File: config.mk
export PLATFORM = sky130hd
export DESIGN_NAME = vital_sample_scheduler
export DESIGN_NICKNAME = d
export VERILOG_FILES = /design/src/rtl/vital_sample_scheduler.sv
export SDC_FILE = /design/constraint.sdc
export NUM_CORES = 1
export LEC_CHECK = 0
export CAP_MARGIN = 20
export CORE_ASPECT_RATIO = 1.25
export CORE_MARGIN = 1.5
export CORE_UTILIZATION = 42
export CTS_CLUSTER_DIAMETER = 100
export DETAILED_ROUTE_END_ITERATION = 7
export GPL_ROUTABILITY_DRIVEN = 0
export PLACE_DENSITY = 0.88
export SETUP_SLACK_MARGIN = 0.2
export SLEW_MARGIN = 20
export SYNTH_ARGS = -nofsm -noshare
export SYNTH_HDL_FRONTEND = slang
export SYNTH_SLANG_ARGS = --single-unit
File: constraint.sdc
create_clock -name clk -period 1.65 [get_ports clk]
set_input_delay 0.33 -clock clk [delete_from_list [all_inputs] [get_ports clk]]
set_output_delay 0.33 -clock clk [all_outputs]
set_load 0.05 [all_outputs]
File: src/rtl/vital_sample_scheduler.sv
// vital_sample_scheduler: round-robin arbiter that shares one capture register
// among NUM_CH sensor channels. Each grant runs GRANT -> LOAD -> HOLD(HOLD_CYC) -> IDLE.
// Optional macro SCHED_CH0_PRIORITY_EN: channel 0 (alarm) wins whenever it requests.
module vital_sample_scheduler #(
    parameter int NUM_CH   = 4,
    parameter int SIZE     = 8,
    parameter int HOLD_CYC = 2
) (
    input  logic                      clk,
    input  logic                      rst_n,
    input  logic [NUM_CH-1:0]         req,
    input  logic [NUM_CH*SIZE-1:0]    data_in,
    output logic [NUM_CH-1:0]         gnt,
    output logic [NUM_CH-1:0]         ack,
    output logic                      reg_en,
    output logic [SIZE-1:0]           reg_data,
    output logic [$clog2(NUM_CH)-1:0] reg_sel,
    output logic                      busy
);
    localparam int SW = $clog2(NUM_CH);
    localparam logic [SW-1:0] LAST_RST = SW'(NUM_CH - 1);
    // HOLD is never entered when HOLD_CYC=0, so the wrapped value is unused then
    localparam logic [3:0] HOLD_END = 4'(HOLD_CYC - 1);

    typedef enum logic [1:0] {IDLE, GRANT, LOAD, HOLD} state_t;

    state_t            state, state_n;
    logic [SW-1:0]     win, win_n, last, last_n, rr_win;
    logic [3:0]        cnt, cnt_n;
    logic [NUM_CH-1:0] gnt_n, ack_n;
    logic              en_n, busy_n;
    logic [SIZE-1:0]   data_n;
    logic [SW-1:0]     sel_n;

    // Round-robin pick: first requester strictly after last, wrapping to 0
    always_comb begin
        int  idx;
        logic hit;
        rr_win = last;
        hit    = 1'b0;
        idx    = 0;
        for (int k = 1; k <= NUM_CH; k++) begin
            idx = (int'(last) + k) % NUM_CH;
            if (!hit && req[idx[SW-1:0]]) begin
                hit    = 1'b1;
                rr_win = idx[SW-1:0];
            end
        end
`ifdef SCHED_CH0_PRIORITY_EN
        if (req[0]) rr_win = '0;
`endif
    end

    // Next state and next registered outputs; everything defaults to idle-low
    always_comb begin
        state_n = state;
        win_n   = win;
        last_n  = last;
        cnt_n   = cnt;
        gnt_n   = '0;
        ack_n   = '0;
        en_n    = 1'b0;
        data_n  = '0;
        sel_n   = '0;
        case (state)
            IDLE: begin
                if (|req) begin
                    win_n         = rr_win;
                    gnt_n[rr_win] = 1'b1;
                    state_n       = GRANT;
                end
            end
            GRANT: begin
                // data sampled at end of GRANT; winner already latched so a
                // dropped req cannot abort the transfer
                gnt_n[win] = 1'b1;
                ack_n[win] = 1'b1;
                en_n       = 1'b1;
                sel_n      = win;
                data_n     = data_in[int'(win)*SIZE +: SIZE];
                state_n    = LOAD;
            end
            LOAD: begin
                last_n  = win;
                cnt_n   = '0;
                state_n = (HOLD_CYC > 0) ? HOLD : IDLE;
            end
            HOLD: begin
                if (cnt == HOLD_END) begin
                    cnt_n   = '0;
                    state_n = IDLE;
                end else begin
                    cnt_n = cnt + 4'd1;
                end
            end
            default: state_n = IDLE;
        endcase
        busy_n = (state_n != IDLE);
    end

    // State and output registers; reset discards any pending transaction
    always_ff @(posedge clk or negedge rst_n) begin
        if (!rst_n) begin
            state    <= IDLE;
            win      <= '0;
            last     <= LAST_RST;
            cnt      <= '0;
            gnt      <= '0;
            ack      <= '0;
            reg_en   <= 1'b0;
            reg_data <= '0;
            reg_sel  <= '0;
            busy     <= 1'b0;
        end else begin
            state    <= state_n;
            win      <= win_n;
            last     <= last_n;
            cnt      <= cnt_n;
            gnt      <= gnt_n;
            ack      <= ack_n;
            reg_en   <= en_n;
            reg_data <= data_n;
            reg_sel  <= sel_n;
            busy     <= busy_n;
        end
    end
endmodule
==> results.md <==
* Status: finished, final reports clean
* Routed wire length at 3690 um
* TritonCTS clock tree: yes
* Via count at ~1.1k
* Worst-path clk slew at 0.06 ns
* Synth warn at 0
* Critical path class: reg2reg
* Area of the core at 3220 um^2
* Vias in the first global route at 1183
* Share of layout cells above drive strength 1 at between 30% and 40%
* Max Clock Freq at 685 MHz
* Power density over the cells at ~1600 nW/um^2
* Largest cells by area after synthesis: dfrtp_1 49%, mux4_1 7.4%, mux4_2 6.3%, dfstp_2 3.7%, and2_1 3.5%
* Sink Count at 30
* Mean Syn Cell Area at 13.1 um^2
* Worst path required time at ~1.9 ns
* GR Util All Layers at roughly 21%
* Count of cell types in the netlist at 29
* Die width at 55.0 um
* Pwr Total at 0.00334 W
* Flops & latches, synth at 30
* Final Hold Fails at 0
* Seq/Total Area, Yosys at 53.1%
* VDD IR-drop max at about 1.2 mV
* Clock buffer depth at 2
* Cell taking the most area after synthesis: dfrtp_1
* Synth-to-Final Area Change at 51.7%
* Initial antenna violation count at 0
* Final count of negative-setup-slack endpoints at 0
* I/O Buffers at 57
* DRC Markers at 0
* Leakage Power at roughly 1.0 nW
* Root Buffer Master: clkbuf_8
* Crit start category: flip-flop
* Drt pass-1 iters at 4
* Clock Skew at 0.0106 ns
* Pin count of the biggest net entering global routing at 31
* Antenna Nets Post-Route at 0
* DP HPWL at 2670 um
* # IOs at 58
* Synth top area share at about half
* Total CTS buffers at 5
* Nets@finish at 219
* Syn nets at 148
* Fillers at 254
* Mapped Cells at 108
* Gr ovfl total at 0
* Die area at 3740 um^2
* Number of synthesized flops with an enable pin at 0
* First-pass GRT wire length at 5270 um
* Via density at 5.13
* Worst Setup End Kind: flip-flop
* Synthesized cell area at approximately 1400 um^2
* Top FF cell, synth: dfrtp_1
* Crit path arrival time at 1.68 ns
* HP Class: in2async
* Worst-Margin Slew at 0.539 ns
* Crit Path Max Fanout at 6
* DR iter-0 viols at 21
* Asr flop ratio synth at 100%
* Die Ht at between 60 and 70 um
* Fin crit share at approximately nine tenths
* Slew Limit Fails at 0
* Clock latency on the worst-skew pair at between 0.2 and 0.3 ns
* H-tree Lvls at 2
* Initial core utilization at between 40 and 50%
* Final core occ at 66.8%
* RSZ-0062 raised after global routing: yes
* Max Cap Viol at 0
* Fin crit period at 1.46 ns
* Diode count at 0
* Avg WL per Cell at ~17 um
* Slew Limit Headroom at 64.0%
* Rows at 23
-- cells in the mapped netlist (3+ instances only) --
cell type and count:
o21ai_0 5, nand2_1 9, nor2_1 5, nor3b_1 4
mux2i_1 3, mux4_2 4, buf_2 3, inv_1 5
and2_1 8, a21o_1 5, mux4_1 4, and3_1 3
dfrtp_1 28
-- what timing repair did --
item	4_1_cts	5_1_grt
resized for setup	4	11
setup endpoints to repair	11	8
buffers inserted	2	5
pin swaps	1	5
hold buffers	0	0
-- worst max-delay path, stage by stage, from the launching register on --
cell and delay, ns:
dfrtp_2 0.44, ha_4 0.17, nor3b_4 0.14, nand3b_1 0.28, nor3b_1 0.26, a21o_1 0.11
-- registers in the layout, indices dropped and copies added (netlist names) --
| signal | flops |
|---|---|
| ack | 4 |
| state | 2 |
| reg_en | 1 |
| last | 2 |
| busy | 1 |
| gnt | 4 |
| reg_data | 8 |
| cnt | 4 |
| reg_sel | 2 |
| win | 2 |
-- layer usage --
layer	GRT usage, %	vias to the layer above	share of wire (%)
met3	8.95	8	9.3
met2	39.0	44	53
met1	19.4	532	35
met4	5.49	0	2.4
met5	0	-	0
li1	-	530	-
-- kinds of logic (layout without fill, tap and decap cells) --
logic type	Yosys count	in the layout	share of synthesized area (%)
AND/OR/NAND/NOR	37	37	14.4
adder cells (fa/ha/maj)	2	2	1.76
buffers and inverters	10	82	4.59
multiplexers	13	13	17.5
flip-flops	30	30	53.1
AO/OA/AOI/OAI	16	16	8.73
-- layout make-up --
cell class	instances	area (um^2)	area share [%]
well taps	37	46.3	2.15
flip-flops and latches	30	756	35.1
multi-input cells	68	642	29.8
inverters	5	18.8	0.872
clock buffers	8	80.1	3.72
repair buffers	69	609	28.3
-- path summary, 6_finish.rpt --
path                                    start             endpoint  slack [ns]  cells after the start
max in group asynchronous               rst_n  last[1]$_DFFE_PN1P_        0.90                      2
hold reg to reg            cnt[3]$_DFFE_PN0P_   cnt[3]$_DFFE_PN0P_        0.58                      1
setup / recovery           cnt[0]$_DFFE_PN0P_   cnt[3]$_DFFE_PN0P_        0.19                      5
setup reg to reg           cnt[0]$_DFFE_PN0P_   cnt[3]$_DFFE_PN0P_        0.19                      5
hold / removal                          rst_n     ack[2]$_DFF_PN0_        0.42                      2
min in group clk           cnt[3]$_DFFE_PN0P_   cnt[3]$_DFFE_PN0P_        0.58                      1
-- where the power goes --
part / internal [W] / switching [W]
clock: 0.000299 / 0.000250
combinational: 0.000777 / 0.000799
sequential: 0.000957 / 0.000263
total: 0.00203 / 0.00131
-- through the flow --
step / area (um^2) / setup slack, ns / hold slack, ns / TNS, ns / cells
finish: 2150 / 0.190 / 0.423 / 0 / 217
global route: 2150 / 0.102 / 0.463 / 0 / 217
CTS: 2080 / 0.203 / 0.430 / 0 / 212
detailed placement: 1980 / -0.107 / 0.503 / -0.465 / 202
global placement: 1980 / -0.0283 / 0.491 / -0.0634 / 202
floorplan: 1420 / 0.267 / 0.0344 / 0 / 108
-- cells in the final DEF, fill, tap and decap left out, types with 2 or more instances in the layout --
cell / count
nor2_1: 5
nor3b_1: 2
and3_1: 3
nand2_1: 9
nand3b_1: 2
clkbuf_1: 3
mux2i_1: 3
dfstp_2: 2
inv_1: 4
a21o_1: 5
o21ai_1: 3
clkdlybuf4s50_1: 36
and2_1: 8
o21ai_0: 2
clkbuf_8: 5
mux4_2: 4
dfrtp_1: 26
mux2_2: 2
mux4_1: 4
buf_4: 32
dfrtp_2: 2
Power figures use the tool's default switching activity.
